[src/rtl/wb_regbank_semver.sv]
// Wishbone pipelined register bank with read-only semantic version word.
// Word 0 holds the version, words 1..NREGS are byte-writable registers.
module wb_regbank_semver #(
  parameter int NREGS = 4,
  parameter int PIPE = 1,
  parameter logic [7:0] VER_MAJOR = 8'd1,
  parameter logic [7:0] VER_MINOR = 8'd2,
  parameter logic [7:0] VER_PATCH = 8'd3,
  parameter logic [NREGS*32-1:0] RST_VALS = '0,
  localparam int ADDR_W = (NREGS < 1) ? 1 : $clog2(NREGS + 1)
) (
  input  logic                  clk_i,
  input  logic                  rst_i,
  input  logic                  wb_cyc_i,
  input  logic                  wb_stb_i,
  input  logic                  wb_we_i,
  input  logic [ADDR_W+1:2]     wb_adr_i,
  input  logic [3:0]            wb_sel_i,
  input  logic [31:0]           wb_dat_i,
  output logic [31:0]           wb_dat_o,
  output logic                  wb_ack_o,
  output logic                  wb_err_o,
  output logic                  wb_rty_o,
  output logic                  wb_stall_o,
  output logic [NREGS*32-1:0]   regs_o,
  output logic [NREGS-1:0]      wr_strobe_o
);

  localparam logic [ADDR_W-1:0] NR = ADDR_W'(NREGS);

  logic              wb_en;
  logic              busy_q;
  logic              accept;
  logic              racc;
  logic              wacc;
  logic              r_ok;
  logic              ack_q;
  logic              err_q;
  logic [31:0]       dat_q;
  logic [31:0]       rdata;
  logic [NREGS-1:0]  stb_q;
  logic [31:0]       regs_q [NREGS];

  logic              c_vld;
  logic [ADDR_W-1:0] c_adr;
  logic [31:0]       c_dat;
  logic [3:0]        c_sel;
  logic              c_ok;

  // One outstanding transfer: busy covers accept through the response cycle
  assign wb_en  = wb_cyc_i & wb_stb_i;
  assign accept = wb_en & ~busy_q;
  assign racc   = accept & ~wb_we_i;
  assign wacc   = accept & wb_we_i;
  assign r_ok   = wb_adr_i <= NR;
  assign c_ok   = c_adr <= NR;

  generate
    if (PIPE != 0) begin : g_pipe
      logic              w_vld;
      logic [ADDR_W-1:0] w_adr;
      logic [31:0]       w_dat;
      logic [3:0]        w_sel;

      // Register the accepted write so the commit happens one cycle later
      always_ff @(posedge clk_i or posedge rst_i) begin
        if (rst_i) begin
          w_vld <= 1'b0;
          w_adr <= '0;
          w_dat <= '0;
          w_sel <= '0;
        end else begin
          w_vld <= wacc;
          if (wacc) begin
            w_adr <= wb_adr_i;
            w_dat <= wb_dat_i;
            w_sel <= wb_sel_i;
          end
        end
      end

      assign c_vld = w_vld;
      assign c_adr = w_adr;
      assign c_dat = w_dat;
      assign c_sel = w_sel;
    end else begin : g_direct
      assign c_vld = wacc;
      assign c_adr = wb_adr_i;
      assign c_dat = wb_dat_i;
      assign c_sel = wb_sel_i;
    end
  endgenerate

  // Read mux: version word, mapped registers, zero for unmapped
  always_comb begin
    rdata = '0;
    if (wb_adr_i == '0) begin
      rdata = {8'h00, VER_MAJOR, VER_MINOR, VER_PATCH};
    end
    for (int k = 0; k < NREGS; k++) begin
      if (wb_adr_i == ADDR_W'(k + 1)) begin
        rdata = regs_q[k];
      end
    end
  end

  // Bus response: busy flag, ack/err pulses, read data and write strobes
  always_ff @(posedge clk_i or posedge rst_i) begin
    if (rst_i) begin
      busy_q <= 1'b0;
      ack_q  <= 1'b0;
      err_q  <= 1'b0;
      dat_q  <= '0;
      stb_q  <= '0;
    end else begin
      if (ack_q | err_q) begin
        busy_q <= 1'b0;
      end else if (accept) begin
        busy_q <= 1'b1;
      end
      ack_q <= (racc & r_ok) | (c_vld & c_ok);
      err_q <= (racc & ~r_ok) | (c_vld & ~c_ok);
      dat_q <= (racc & r_ok) ? rdata : '0;
      for (int k = 0; k < NREGS; k++) begin
        stb_q[k] <= wacc && (wb_adr_i == ADDR_W'(k + 1));
      end
    end
  end

  // Register file: byte-lane commit from the write commit stage
  always_ff @(posedge clk_i or posedge rst_i) begin
    if (rst_i) begin
      for (int k = 0; k < NREGS; k++) begin
        regs_q[k] <= RST_VALS[32*k +: 32];
      end
    end else begin
      for (int k = 0; k < NREGS; k++) begin
        if (c_vld && (c_adr == ADDR_W'(k + 1))) begin
          for (int b = 0; b < 4; b++) begin
            if (c_sel[b]) begin
              regs_q[k][8*b +: 8] <= c_dat[8*b +: 8];
            end
          end
        end
      end
    end
  end

  // Flatten register contents onto the output bus
  always_comb begin
    regs_o = '0;
    for (int k = 0; k < NREGS; k++) begin
      regs_o[32*k +: 32] = regs_q[k];
    end
  end

  assign wb_dat_o    = dat_q;
  assign wb_ack_o    = ack_q;
  assign wb_err_o    = err_q;
  assign wb_rty_o    = 1'b0;
  assign wb_stall_o  = wb_en & ~(ack_q | err_q);
  assign wr_strobe_o = stb_q;

endmodule
[config.mk]
export PLATFORM = sky130hd
export DESIGN_NAME = wb_regbank_semver
export DESIGN_NICKNAME = d
export VERILOG_FILES = /design/src/rtl/wb_regbank_semver.sv
export SDC_FILE = /design/constraint.sdc
export NUM_CORES = 1
export LEC_CHECK = 0
export CAP_MARGIN = 10
export CORE_MARGIN = 2
export CORE_UTILIZATION = 35
export CTS_CLUSTER_DIAMETER = 40
export DETAILED_ROUTE_END_ITERATION = 10
export SLEW_MARGIN = 10
export SYNTH_ARGS = -nofsm -noshare
export SYNTH_HDL_FRONTEND = slang
export SYNTH_SLANG_ARGS = --single-unit
[constraint.sdc]
create_clock -name clk_i -period 10.02 [get_ports clk_i]
set_input_delay 2.004 -clock clk_i [delete_from_list [all_inputs] [get_ports clk_i]]
set_output_delay 2.004 -clock clk_i [all_outputs]
set_load 0.1 [all_outputs]
==> impl_results.md <==
* Least-Margin Pin Slew at 1.12 ns
* Critical Path Start: wb_cyc_i
* Met2 routed WL at 11900 µm
* Kind of end point of the critical path: primary output
* WP data arrival at 3.99 ns
* Row cnt at 57
* Initial core utilization at 0.358
* Final Max Tran Viols at 0
* Worst min-delay path startpoint: wb_ack_o
* Clock sinks at 207
* Crit-path leading delay family: buffers and inverters
* Drt pass-1 iters at 4
* Status: completed
* Setup Crit Path Kind: input pin to primary output
* Cts repair resizes at 0
* WL met3 at 1810 µm
* Dpl cell area at 0.0110 mm²
* Critical path buffers and inverters at 2
* Final setup viols at 0
* Largest net degree at the start of global routing at 127
* Syn Area/Cell at 14.8 µm²
* CP startpoint kind: input pin
* Die Span Y at 162 µm
* Met1 WL at 10800 µm
* Mapped cell area at 0.00875 mm²
* First-pass GRT wire length at 38400 µm
* RSZ-0062 raised after global routing: false
* Worst hold slack at 0.484 ns
* Fin crit share at 0.598
* Chip Width at 162 µm
* Synth Net Count at 635
* Pre-CTS setup slack at 4.01 ns
* Placed cell count at 1091
* Most frequent cells in the layout: clkdlybuf4s50_1, dfrtp_1, mux2_2, clkbuf_16, nand2b_1
* Fin. Hold Viols at 0
* CP Cell Sequence: clkdlybuf4s50_1 > nand2_2 > nor3_1 > clkdlybuf4s50_1
* Max-Cap Viols at 0
* Max-Slew Margin vs Limit at 0.249
* Initial DRC count at 189
* Clk slew on worst S/H paths at 0.05 ns
* Cts hold-fix bufs at 0
* RePlAce Congestion at 0.761
* Total die area at 0.0263 mm²
* Leakage at 5.82 nW
* Layout cells sized above 1 at 0.294
* FF+latch count, synth at 207
* CP required at 8.02 ns
* Routed len/inst at 21.6 µm
* Final HPWL DP at 15100 µm
* Cell Pwr Density at 276 mW/mm²
* Clk_lat worst skew at 0.50 ns
* Top cell by count, worst path: clkdlybuf4s50_1
* TritonCTS clock tree: done
* Worst r2r src: busy_q
* Initial antenna violation count at 1
* CTS H-tree lvls at 2
* Sequential area share after synthesis at 0.592
* Netlist cell types at 35
* I/O pin count at 212
* Area added between synthesis and finish at 40.2%
* Final cell count without fillers at 1154
* Worst-path maximum fanout at 3
* Setup repair bufs after CTS at 0
* Core area at 0.0245 mm²
* Worst Skew at 0.0128 ns
* Final Routed Wirelength at 24900 µm
* CTS root buf: clkbuf_16
* Min Clock Period, post-route at 5.99 ns
* Worst path max stage delay at 1.16 ns
* Port Buffers at 210
* Total Nets Final at 849
* Finished Cell Area at 0.0123 mm²
* Worst hold path type: register to register
* Warnings from Yosys at 0
* TNS Setup at 0 ns
* Clk buf depth at 3
* Vias in the first global route at 6486
* Setup ws final at 4.03 ns
* Commonest non-fill, non-tap cell in the layout: clkdlybuf4s50_1
* Remaining DRCs at 0
* Total Power at 3.39 mW
* Congestion Overflow GR at 0
* Fmax at 0.167 GHz
* Crit-path slowest cell: clkdlybuf4s50_1
* Avg Vias per Cell at 5.12
* CTS buffer count at 36
* Synth Instances at 591
* Antenna-violating nets left at 0
* Routed via count at 5909
* VDD IR max at 180 µV
* Inserted Diodes at 0
* Max layer used: met5
* Fin util at 0.502
* GR Util All Layers at 0.191
## metal layers
layer  vias up  GRT usage
met5         -          0
met3        41     0.0651
met2       189      0.321
met4         2     0.0455
li1       2613          -
met1      3064      0.239
## flip-flops by register name (all words and copies together), names as in the netlist
signal / cells
c_adr: 3
wb_ack_o: 1
wb_err_o: 1
c_vld: 1
wr_strobe_o: 4
wb_dat_o: 32
c_dat: 32
busy_q: 1
regs_o: 128
c_sel: 4
## logic make-up (layout without fill, tap and decap cells)
family	count (synthesis)	after routing	share of synthesized area
buf+inv	42	281	0.0302
simple gates	73	73	0.0566
other cells	1	1	0.000428
flops	207	207	0.592
mux	195	195	0.247
compound gates	73	73	0.0741
## cell type report
cell class / count / area [µm²]
multi-input cells: 342 / 3310
clock buffers: 43 / 988
inverters: 3 / 18.8
clock inverters: 20 / 239
fillers: 2059 / 12200
repair buffers: 215 / 2130
well taps: 324 / 405
flip-flops and latches: 207 / 5180
## final timing paths
check | cells past startpoint | end | slack (ns)
setup / recovery | 4 | wb_stall_o | 4.03
hold / removal | 1 | busy_q | 0.48
setup reg to reg | 2 | c_dat[9] | 7.81
hold reg to reg | 1 | busy_q | 0.48
max in group asynchronous | 3 | regs_o[98] | 6.25
min in group asynchronous | 2 | regs_o[67] | 2.05
## synthesized netlist by cell type
cell,count,share of area
and4bb_2,3,0.0043
buf_6,8,0.010
o221a_2,1,0.0013
buf_1,1,0.00043
o221a_1,3,0.0039
o211a_1,28,0.032
mux2i_1,28,0.032
nand2b_1,32,0.023
buf_2,16,0.0091
nand3_1,2,0.0011
o21ai_0,2,0.0011
buf_4,7,0.0060
nor4b_4,1,0.0027
a21o_1,1,0.00086
or4_1,1,0.00086
nand4b_4,1,0.0027
a21oi_1,7,0.0040
o221ai_1,28,0.028
nor2b_1,1,0.00072
nand2_1,5,0.0021
clkbuf_1,7,0.0030
nor2_1,2,0.00086
dfrtp_1,207,0.59
or2_2,1,0.00072
or3b_1,1,0.0010
o21ai_1,1,0.00057
nor4b_1,1,0.0010
and4b_1,1,0.0011
a32o_1,2,0.0023
nor3_1,4,0.0023
mux2_2,148,0.19
mux2_1,19,0.024
conb_1,1,0.00043
nand2_2,17,0.012
inv_1,3,0.0013
## worst register-to-register path: cells and delay by family, from the launching register on
family	cells	cell delay, ns
flops	1	0.43
mux	1	0.70
simple gates	1	0.95
## power by group
| part | total (mW) | internal [mW] | switching [mW] |
|---|---|---|---|
| Combinational | 0.989 | 0.279 | 0.710 |
| Sequential | 1.17 | 0.994 | 0.172 |
| Clock | 1.23 | 0.811 | 0.419 |
Power figures use the tool's default switching activity.
